<file path="src/rtl/bkm_csd_pkg.sv">
// Shared CSD definitions for the bkm_steps driver and monitor: digit codes,
// driver FSM states and a digit-to-integer helper.
package bkm_csd_pkg;

    localparam logic [1:0] CSD_ZERO = 2'b00;
    localparam logic [1:0] CSD_POS  = 2'b10;
    localparam logic [1:0] CSD_NEG  = 2'b01;

    typedef enum logic [1:0] {
        IDLE,
        CONV,
        HOLD
    } drv_state_t;

    function automatic int csd_digit_value(input logic [1:0] digit);
        case (digit)
            CSD_POS: return 1;
            CSD_NEG: return -1;
            default: return 0;
        endcase
    endfunction

endpackage

</file>
<file path="src/rtl/bkm_steps_driver_if.sv">
// Operand and CSD-result channels between the stimulus sequencer (master)
// and the bkm_steps_driver front end (slave).
interface bkm_steps_driver_if #(
    parameter int WD = 72,
    parameter int WC = 21
);
    logic            in_valid;
    logic            in_ready;
    logic [WD-1:0]   X_in_bin;
    logic [WD-1:0]   Y_in_bin;
    logic [WC-1:0]   u_in_bin;
    logic [WC-1:0]   v_in_bin;
    logic            out_valid;
    logic            out_ready;
    logic [2*WD-1:0] X_out_csd;
    logic [2*WD-1:0] Y_out_csd;
    logic [WC-1:0]   u_out_bin;
    logic [WC-1:0]   v_out_bin;

    modport master (
        output in_valid, X_in_bin, Y_in_bin, u_in_bin, v_in_bin, out_ready,
        input  in_ready, out_valid, X_out_csd, Y_out_csd, u_out_bin, v_out_bin
    );

    modport slave (
        input  in_valid, X_in_bin, Y_in_bin, u_in_bin, v_in_bin, out_ready,
        output in_ready, out_valid, X_out_csd, Y_out_csd, u_out_bin, v_out_bin
    );

endinterface

</file>
<file path="src/rtl/bkm_csd_recoder_slice.sv">
// Combinational Reitwiesner recoder for DPC digits; bits_in[DPC] is the
// look-ahead bit from the next slice (or the sign for the top slice).
module bkm_csd_recoder_slice #(
    parameter int DPC = 8
) (
    input  logic [DPC:0]     bits_in,
    input  logic             carry_in,
    output logic [2*DPC-1:0] csd_out,
    output logic             carry_out
);

    logic [DPC:0] carry;

    assign carry[0] = carry_in;

    // The carry is the majority of x_i, x_i+1 and c_i; a nonzero digit appears
    // when x_i + c_i is odd, its sign given by whether a carry is generated.
    for (genvar i = 0; i < DPC; i++) begin : g_digit
        logic odd;
        assign odd          = bits_in[i] ^ carry[i];
        assign carry[i+1]   = (bits_in[i] & bits_in[i+1]) |
                              (bits_in[i] & carry[i]) |
                              (bits_in[i+1] & carry[i]);
        assign csd_out[2*i+1] = odd & ~carry[i+1];
        assign csd_out[2*i]   = odd & carry[i+1];
    end

    assign carry_out = carry[DPC];

endmodule

</file>
<file path="src/rtl/bkm_steps_driver.sv">
// Binary-to-CSD stimulus front end for bkm_steps: accepts X/Y/u/v operands and
// recodes X and Y DPC digits per cycle into a held CSD transaction.
module bkm_steps_driver
    import bkm_csd_pkg::*;
#(
    parameter int WD  = 72,
    parameter int WC  = 21,
    parameter int DPC = 8
) (
    input  logic clk,
    input  logic arst,
    input  logic srst,
    input  logic enable,
    bkm_steps_driver_if.slave bus
);

    localparam int NSLICE = WD / DPC;
    localparam int CNT_W  = (NSLICE > 1) ? $clog2(NSLICE) : 1;

    if (WD % DPC != 0) begin : g_bad_dpc
        $error("bkm_steps_driver: WD must be a multiple of DPC");
    end

    drv_state_t       state_q, state_d;
    logic [CNT_W-1:0] cnt;
    logic [WD-1:0]    x_reg, y_reg;
    logic             carry_x, carry_y;
    logic [2*WD-1:0]  x_csd, y_csd;
    logic [WC-1:0]    u_reg, v_reg;
    logic             accept, step, last_slice;
    logic [WD:0]      x_ext, y_ext;
    logic [DPC:0]     x_slice, y_slice;
    logic [2*DPC-1:0] x_slice_csd, y_slice_csd;
    logic             x_carry_out, y_carry_out;

    assign last_slice = (cnt == CNT_W'(NSLICE - 1));

    // Replicating the sign bit gives the top slice its sign-extended look-ahead.
    assign x_ext = {x_reg[WD-1], x_reg};
    assign y_ext = {y_reg[WD-1], y_reg};

    always_comb begin
        x_slice = '0;
        y_slice = '0;
        for (int s = 0; s < NSLICE; s++) begin
            if (cnt == CNT_W'(s)) begin
                x_slice = x_ext[s*DPC +: DPC+1];
                y_slice = y_ext[s*DPC +: DPC+1];
            end
        end
    end

    bkm_csd_recoder_slice #(.DPC(DPC)) u_rec_x (
        .bits_in   (x_slice),
        .carry_in  (carry_x),
        .csd_out   (x_slice_csd),
        .carry_out (x_carry_out)
    );

    bkm_csd_recoder_slice #(.DPC(DPC)) u_rec_y (
        .bits_in   (y_slice),
        .carry_in  (carry_y),
        .csd_out   (y_slice_csd),
        .carry_out (y_carry_out)
    );

    always_ff @(posedge clk or negedge arst) begin
        if (!arst) begin
            state_q <= IDLE;
        end else if (srst) begin
            state_q <= IDLE;
        end else begin
            state_q <= state_d;
        end
    end

    // Every transition is qualified by enable so a low enable freezes the FSM.
    always_comb begin
        state_d = state_q;
        accept  = 1'b0;
        step    = 1'b0;
        case (state_q)
            IDLE: begin
                if (enable && bus.in_valid) begin
                    accept  = 1'b1;
                    state_d = CONV;
                end
            end
            CONV: begin
                if (enable) begin
                    step = 1'b1;
                    if (last_slice) begin
                        state_d = HOLD;
                    end
                end
            end
            HOLD: begin
                if (enable && bus.out_ready) begin
                    state_d = IDLE;
                end
            end
            default: state_d = IDLE;
        endcase
    end

    // CSD registers are overwritten slice by slice rather than cleared on
    // acceptance, so the previous result stays visible until CONV starts.
    always_ff @(posedge clk or negedge arst) begin
        if (!arst) begin
            cnt     <= '0;
            carry_x <= 1'b0;
            carry_y <= 1'b0;
            x_reg   <= '0;
            y_reg   <= '0;
            u_reg   <= '0;
            v_reg   <= '0;
            x_csd   <= {WD{CSD_ZERO}};
            y_csd   <= {WD{CSD_ZERO}};
        end else if (srst) begin
            cnt     <= '0;
            carry_x <= 1'b0;
            carry_y <= 1'b0;
            x_reg   <= '0;
            y_reg   <= '0;
            u_reg   <= '0;
            v_reg   <= '0;
            x_csd   <= {WD{CSD_ZERO}};
            y_csd   <= {WD{CSD_ZERO}};
        end else if (accept) begin
            cnt     <= '0;
            carry_x <= 1'b0;
            carry_y <= 1'b0;
            x_reg   <= bus.X_in_bin;
            y_reg   <= bus.Y_in_bin;
            u_reg   <= bus.u_in_bin;
            v_reg   <= bus.v_in_bin;
        end else if (step) begin
            for (int s = 0; s < NSLICE; s++) begin
                if (cnt == CNT_W'(s)) begin
                    x_csd[s*2*DPC +: 2*DPC] <= x_slice_csd;
                    y_csd[s*2*DPC +: 2*DPC] <= y_slice_csd;
                end
            end
            carry_x <= x_carry_out;
            carry_y <= y_carry_out;
            cnt     <= last_slice ? '0 : cnt + 1'b1;
        end
    end

    assign bus.in_ready  = (state_q == IDLE) && enable;
    assign bus.out_valid = (state_q == HOLD);
    assign bus.X_out_csd = x_csd;
    assign bus.Y_out_csd = y_csd;
    assign bus.u_out_bin = u_reg;
    assign bus.v_out_bin = v_reg;

endmodule

</file>
<file path="src/flat_wrapper.sv">
// flat-port wrapper written by rule: the top's interface ports become plain ports
module bkm_steps_driver_flat import bkm_csd_pkg::*;
#(
    parameter int WD  = 72,
    parameter int WC  = 21,
    parameter int DPC = 8
)
  (clk, arst, srst, enable, bus_in_valid, bus_X_in_bin, bus_Y_in_bin, bus_u_in_bin, bus_v_in_bin, bus_out_ready, bus_in_ready, bus_out_valid, bus_X_out_csd, bus_Y_out_csd, bus_u_out_bin, bus_v_out_bin);
  bkm_steps_driver_if #(.WD(WD), .WC(WC)) bus_i ();
  input  logic clk;
  input  logic arst;
  input  logic srst;
  input  logic enable;
  input wire logic [$bits(bus_i.in_valid)-1:0] bus_in_valid;
  input wire logic [$bits(bus_i.X_in_bin)-1:0] bus_X_in_bin;
  input wire logic [$bits(bus_i.Y_in_bin)-1:0] bus_Y_in_bin;
  input wire logic [$bits(bus_i.u_in_bin)-1:0] bus_u_in_bin;
  input wire logic [$bits(bus_i.v_in_bin)-1:0] bus_v_in_bin;
  input wire logic [$bits(bus_i.out_ready)-1:0] bus_out_ready;
  output wire logic [$bits(bus_i.in_ready)-1:0] bus_in_ready;
  output wire logic [$bits(bus_i.out_valid)-1:0] bus_out_valid;
  output wire logic [$bits(bus_i.X_out_csd)-1:0] bus_X_out_csd;
  output wire logic [$bits(bus_i.Y_out_csd)-1:0] bus_Y_out_csd;
  output wire logic [$bits(bus_i.u_out_bin)-1:0] bus_u_out_bin;
  output wire logic [$bits(bus_i.v_out_bin)-1:0] bus_v_out_bin;
  assign bus_i.in_valid = bus_in_valid;
  assign bus_i.X_in_bin = bus_X_in_bin;
  assign bus_i.Y_in_bin = bus_Y_in_bin;
  assign bus_i.u_in_bin = bus_u_in_bin;
  assign bus_i.v_in_bin = bus_v_in_bin;
  assign bus_i.out_ready = bus_out_ready;
  assign bus_in_ready = bus_i.in_ready;
  assign bus_out_valid = bus_i.out_valid;
  assign bus_X_out_csd = bus_i.X_out_csd;
  assign bus_Y_out_csd = bus_i.Y_out_csd;
  assign bus_u_out_bin = bus_i.u_out_bin;
  assign bus_v_out_bin = bus_i.v_out_bin;
  bkm_steps_driver #(.WD(WD), .WC(WC), .DPC(DPC)) u_core (.clk(clk), .arst(arst), .srst(srst), .enable(enable), .bus(bus_i));
endmodule
</file>
<file path="config.mk">
export PLATFORM = sky130hd
export DESIGN_NAME = bkm_steps_driver_flat
export DESIGN_NICKNAME = d
export VERILOG_FILES = /design/src/rtl/bkm_csd_pkg.sv /design/src/rtl/bkm_steps_driver_if.sv /design/src/rtl/bkm_csd_recoder_slice.sv /design/src/rtl/bkm_steps_driver.sv /design/src/flat_wrapper.sv
export SDC_FILE = /design/constraint.sdc
export NUM_CORES = 1
export LEC_CHECK = 0
export ABC_CLOCK_PERIOD_IN_PS = 14400
export CAP_MARGIN = 25
export CORE_AREA = 2 2 201 203
export DETAILED_ROUTE_END_ITERATION = 8
export DIE_AREA = 0 0 203 205
export DONT_BUFFER_PORTS = 1
export PLACE_DENSITY = 0.79
export SYNTH_ARGS = -nofsm -noshare
export SYNTH_HDL_FRONTEND = slang
export SYNTH_HIERARCHICAL = 1
export SYNTH_SLANG_ARGS = --single-unit
</file>
<file path="constraint.sdc">
create_clock -name clk -period 14.4 [get_ports clk]
set_input_delay 2.16 -clock clk [delete_from_list [all_inputs] [get_ports clk]]
set_output_delay 2.16 -clock clk [all_outputs]
set_load 0.05 [all_outputs]
</file>
==> results of run 1 <==
[layout make-up]
cell class,count,area (um^2)
antenna,6,15.0
clock buffer,69,1350
clock inverter,16,191
fill,3007,16800
inverter,19,71.3
multi-input combinational,878,8020
sequential,482,12100
tap,525,657
timing repair buffer,23,216
[stage by stage]
stage	power, mW	setup slack [ns]	hold WS (ns)	util (%)	cell area [um^2]
floorplan	1.64	9.49	0.461	-	20800
global placement	1.68	7.99	0.484	53.2	20900
detailed placement	1.68	7.63	0.496	53.2	21000
CTS	2.92	7.61	0.511	57.2	22500
global route	2.98	6.86	0.524	57.4	22600
finish	2.90	7.44	0.513	57.4	22600
[path summary, 6_finish.rpt]
check                                            startpoint                                    end  slack [ns]  cells after the start
min in group asynchronous                              arst           u_core/x_reg[32]$_DFFE_PN0P_        1.28                      0
worst min register to register  u_core/x_reg[5]$_DFFE_PN0P_            u_core/x_reg[5]$_DFFE_PN0P_        0.51                      1
worst min-delay path            u_core/x_reg[5]$_DFFE_PN0P_            u_core/x_reg[5]$_DFFE_PN0P_        0.51                      1
worst max register to register    u_core/cnt[0]$_DFFE_PN0P_  u_core/bus.X_out_csd[127]$_DFFE_PN0P_        7.44                     31
max in group asynchronous                              arst  u_core/bus.X_out_csd[106]$_DFFE_PN0P_       11.74                      0
worst max-delay path              u_core/cnt[0]$_DFFE_PN0P_  u_core/bus.X_out_csd[127]$_DFFE_PN0P_        7.44                     31
[layer usage]
metal	vias up	track usage [%]	routed length [um]
li1	5467	-	-
met1	6657	34.9	22700
met2	724	44.9	28500
met3	107	8.61	5860
met4	2	11.2	1890
met5	-	0	12
[power groups by stage]
stage          clock [mW]  sequential (mW)  combinational, mW
3_5_place_dp            0             1.54              0.141
4_1_cts              1.26             1.52              0.141
3_3_place_gp            0             1.54              0.136
6_report             1.23             1.52              0.144
5_1_grt              1.31             1.52              0.153
2_1_floorplan           0             1.53              0.117
[worst max-delay path, delay by kind of cell, from the launching register on]
kind / cells / cell delay, ns
buffers and inverters: 8 / 0.72
multiplexers: 1 / 0.29
AND/OR/NAND/NOR: 10 / 2.01
AO/OA/AOI/OAI: 3 / 0.86
adder cells (fa/ha/maj): 9 / 2.55
flip-flops: 1 / 0.44
[synthesized netlist by cell type (11+ instances only)]
cell	count	area [um^2]
a22o_1	185	1620
inv_1	19	71.3
o21ai_2	16	140
ha_1	20	250
a211oi_1	18	135
buf_2	43	215
o21ai_0	34	170
nand2b_1	22	138
a21oi_1	54	270
dfrtp_1	482	12100
a31oi_1	17	106
o221ai_1	13	114
mux2_2	194	2180
a222oi_1	17	170
a21boi_0	16	120
nand2_1	47	176
nor2b_1	52	325
o2bb2ai_1	17	149
mux2_4	90	1350
and3_1	16	100
buf_6	11	124
clkbuf_1	64	240
buf_4	22	165
[cells by family after synthesis]
kind of cell	Yosys count	synth area share, %
DFF	482	57.9
AOI/OAI and AO/OA	405	15.2
buffers and inverters	162	3.97
and+or+nand+nor	165	4.58
adders and majority gates	20	1.20
muxes	288	17.2
==> flow_summary_export.csv, run 1 <==
group,metric,value,unit
synth,netlist_area,20800,um^2
route,first_pass_iters,9,
placement,dp.cells,1924,
floorplan,core_area,39400,um^2
clock_network,post_cts_resized,0,
clock_network,htreeDepth,2,
cells_and_area,final_cell_mix,"482 x dfrtp_1, 194 x mux2_2, 185 x a22o_1",
clock_network,clock_latency,0.58,ns
global_route,grt_first_pass_wirelength,86600,um
route,drc,0,
clock_network,postCtsHoldBufs,0,
synth,synth_edf_count,0,
timing,maxSlewViolCount,123,
timing,worst_pin_slew,1.69,ns
global_route,gr-usage-all-layers,27.8,%
placement,hpwl,40900,um
global_route,grt_remaining_overflow,0,
power,seq_power_share,52.5,%
floorplan,start_util,52.9,%
setup_path,crit_required,14.90,ns
timing,setup_viol,0,
synth,syn_inst,1522,
power,p_comb_share,5.0,%
clock_network,post_cts_buffers,0,
synth,synth_area_per_cell,13.7,um^2
hold_path,hp-class,"reg -> reg",
global_route,grt_max_degree,483,
cells_and_area,syn_to_final_growth,8.38,%
floorplan,pin_count,524,
cells_and_area,drive_above_1_share,27.8,%
synth,ys_types,49,
route,vias,13000,
setup_path,cp.arrival,7.46,ns
clock_network,cts_sinks,482,
status,status,"finished with violations",
job,cap_viol_max_count,0,
setup_path,end_kind,"register",
synth,yosysSeqAreaShare,57.9,%
floorplan,die_area,41600,um^2
synth,synth-main-ff-cell,"dfrtp_1",
power,power_leakage,10.9,nW
cells_and_area,layout.nets,1663,
power,power_density,128,nW/um^2
synth,syn_nets,1734,
clock_network,clk_pin_slew_worst_paths,0.06,ns
power,power_switching,717,uW
floorplan,rows,73,
synth,synthArstFlopShare,100,%
timing,timing.fmax,144,MHz
timing,skew,0.0345,ns
timing,finalHoldViolCount,0,
power,switching_share,24.8,%
setup_path,cp_max_fo,24,
power,pwr-share-clk,42.6,%
timing,rsz0062_at_grt,"false",
placement,io_buffers,0,
synth,ys_seq_elements,482,
setup_path,path_common_cell,"ha_1",
power,p_int,2.18,mW
setup_path,cp-start-kind,"register",
floorplan,die_w,203,um
power,ir_worst_vdd,0.000109,V
clock_network,cts_tree,"built",
floorplan,die_height,205,um
timing,slew_headroom,-13.0,%
global_route,antenna_found_initial,7,
clock_network,clockBufferDepth,3,
status,violations,"slew limit",
global_route,grt_pass1_vias,13100,
setup_path,cp_slowest_cell,"and3b_1",
route,vias_per_cell,6.42,
route,wl,59000,um
synth,yosysWarningCount,6,
timing,min_period_over_period,48.3,%
clock_network,clockRootBuffer,"clkbuf_16",
placement,gp_congestion,0.850,
route,drt-wirelength-per-cell,29.2,um
route,first_iter_violations,1324,
setup_path,slowest_delay,0.88,ns
timing,min_period,6.96,ns
timing,finalSetupTns,0,ns
route,final_antenna_net_count,0,
cells_and_area,instances_no_fill,2018,
cells_and_area,final_common_cell,"dfrtp_1",
setup_path,crit_type,"reg -> reg",
clock_network,cts_made_buffers,47,
Power figures use the tool's default switching activity.
==> run 2, diff against run 1 <==
--- a/config.mk
+++ b/config.mk
@@ -5,7 +5,7 @@
 export SDC_FILE = /design/constraint.sdc
 export NUM_CORES = 1
 export LEC_CHECK = 0
-export ABC_CLOCK_PERIOD_IN_PS = 14400
+export ABC_CLOCK_PERIOD_IN_PS = 7150
 export CAP_MARGIN = 25
 export CORE_AREA = 2 2 201 203
 export DETAILED_ROUTE_END_ITERATION = 8
==> constraint.sdc (replaced) <==
create_clock -name clk -period 7.15 [get_ports clk]
set_input_delay 1.0725 -clock clk [delete_from_list [all_inputs] [get_ports clk]]
set_output_delay 1.0725 -clock clk [all_outputs]
set_load 0.05 [all_outputs]
==> run 2 against run 1 <==
Compared with the run above:
- the run now ends clean
- first-iteration DRC count down 1.4%
- clock power rose by 110%
- worst setup slack worse by 6.6 ns
- via count rose by 0.21%
- clock skew rose by 0.0036 ns
- global-route usage grew 0.11 points
- flip-flop and latch count stayed put
- non-clock buffer count rose by 4
- sequential power rose by 100%
- utilization grew 0.21 points
- largest cell class unchanged
==> flow_summary_export.csv, run 2 (synthesis results as in run 1) <==
group,metric,value,unit
timing,timing.fmax,158,MHz
setup_path,crit_required,7.65,ns
status,status,"completed",
cells_and_area,regArea,12100,um^2
clock_network,cts_tree,"built",
clock_network,postCtsHoldBufs,0,
hold_path,hp-class,"in -> async",
timing,setup_viol,0,
route,drt-wirelength-per-cell,29.4,um
clock_network,clock_latency,0.58,ns
timing,min_period,6.32,ns
placement,io_buffers,0,
timing,finalHoldViolCount,0,
timing,worst_pin_slew,1.08,ns
cells_and_area,final_common_cell,"dfrtp_1",
floorplan,start_util,52.9,%
setup_path,cp_slowest_cell,"or2_1",
timing,skew,0.0381,ns
route,first_iter_violations,1305,
global_route,antenna_found_initial,3,
clock_network,clk_pin_slew_worst_paths,0.07,ns
route,first_pass_iters,7,
setup_path,slowest_delay,0.78,ns
clock_network,cts_sinks,482,
global_route,met3_usage,7.76,%
setup_path,path_common_cell,"ha_1",
placement,gp_congestion,0.889,
clock_network,clockRootBuffer,"clkbuf_16",
cells_and_area,final_cell_mix,"482 x dfrtp_1, 194 x mux2_2, 185 x a22o_1",
route,vias,13000,
power,p_int,4.48,mW
clock_network,post_cts_resized,0,
floorplan,die_area,41600,um^2
global_route,use_met2,46.6,%
power,power_density,261,nW/um^2
job,cap_viol_max_count,0,
power,power_leakage,11.0,nW
clock_network,post_cts_buffers,0,
global_route,grt_remaining_overflow,0,
power,ir_worst_vdd,0.000254,V
route,drc,0,
timing,maxSlewViolCount,0,
placement,hpwl,41000,um
global_route,grt_max_degree,483,
placement,place_ws,0.972,ns
cells_and_area,final_core_util,57.6,%
power,total_power,5.93,mW
timing,setup_ws,0.829,ns
timing,finalSetupTns,0,ns
route,wl,59300,um
route,vias_per_cell,6.43,
power,seq_power_share,51.6,%
global_route,grt_pass1_vias,13200,
floorplan,core_area,39400,um^2
power,pwr-share-clk,43.5,%
power,switching_share,24.4,%
setup_path,crit_type,"reg -> reg",
timing,rsz0062_at_grt,"false",
global_route,grt_first_pass_wirelength,86900,um
timing,min_period_over_period,88.4,%
global_route,gr-usage-met1,34.8,%
floorplan,die_w,203,um
setup_path,cp_max_fo,19,
floorplan,die_height,205,um
power,power_switching,1.44,mW
global_route,top_usage_layer,"met2",
cells_and_area,multi_input_area,8020,um^2
power,p_comb_share,4.8,%
setup_path,end_kind,"register",
floorplan,rows,73,
cells_and_area,n_fill_cell,2994,
cells_and_area,syn_to_final_growth,8.78,%
floorplan,pin_count,524,
clock_network,clockBufferDepth,3,
setup_path,cp-start-kind,"register",
clock_network,cts_made_buffers,47,
cells_and_area,drive_above_1_share,28.4,%
cells_and_area,layout.nets,1667,
global_route,gr-usage-all-layers,27.9,%
route,final_antenna_net_count,0,
setup_path,cp.arrival,6.82,ns
timing,slew_headroom,27.6,%
clock_network,htreeDepth,2,
-- run 2: metal layers --
metal | vias to the layer above | share of wire [%]
met3 | 102 | 9.3
met1 | 6682 | 38
met2 | 727 | 49
li1 | 5473 | -
met5 | - | 0
met4 | 0 | 2.9
-- run 2: layout make-up --
type / count / area share [%]
Sequential cell: 482 / 53.2
Multi-Input combinational cell: 878 / 35.4
Clock buffer: 70 / 6.23
Antenna cell: 3 / 0.0331
Timing Repair Buffer: 27 / 0.955
Inverter: 19 / 0.315
Clock inverter: 16 / 0.961
Tap cell: 525 / 2.90
-- run 2: worst max-delay path: cells and delay by family (launching register included) --
kind	cells	cell delay, ns
multiplexers	1	0.28
AO/OA/AOI/OAI	3	0.68
buffers and inverters	8	0.91
AND/OR/NAND/NOR	10	1.94
adder cells (fa/ha/maj)	8	1.79
flip-flops	1	0.60
-- run 2: path summary, 6_finish.rpt --
| check | start | endpoint | cells after the start | slack (ns) |
|---|---|---|---|---|
| setup / recovery | u_core/cnt[3]$_DFFE_PN0P_ | u_core/bus.Y_out_csd[31]$_DFFE_PN0P_ | 30 | 0.83 |
| setup reg to reg | u_core/cnt[3]$_DFFE_PN0P_ | u_core/bus.Y_out_csd[31]$_DFFE_PN0P_ | 30 | 0.83 |
| hold / removal | arst | u_core/x_reg[70]$_DFFE_PN0P_ | 0 | 0.20 |
| hold reg to reg | u_core/x_reg[47]$_DFFE_PN0P_ | u_core/x_reg[47]$_DFFE_PN0P_ | 1 | 0.50 |
| max in group asynchronous | arst | u_core/bus.Y_out_csd[103]$_DFFE_PN0P_ | 0 | 6.40 |
| min in group clk | u_core/x_reg[47]$_DFFE_PN0P_ | u_core/x_reg[47]$_DFFE_PN0P_ | 1 | 0.50 |
-- run 2: metrics by stage --
stage	hold WS [ns]	std cells	instance area, um^2
finish	0.197	2020	22700
global route	0.173	2019	22700
CTS	0.171	2016	22600
detailed placement	0.489	1930	21000
global placement	0.491	1927	21000
floorplan	0.461	1522	20800
-- run 2: power groups by stage --
stage	combinational, mW	sequential (mW)	clock (mW)
3_5_place_dp	0.284	3.11	0
4_1_cts	0.286	3.06	2.61
6_report	0.286	3.06	2.58
5_1_grt	0.304	3.07	2.72
2_1_floorplan	0.235	3.07	0
3_3_place_gp	0.275	3.11	0
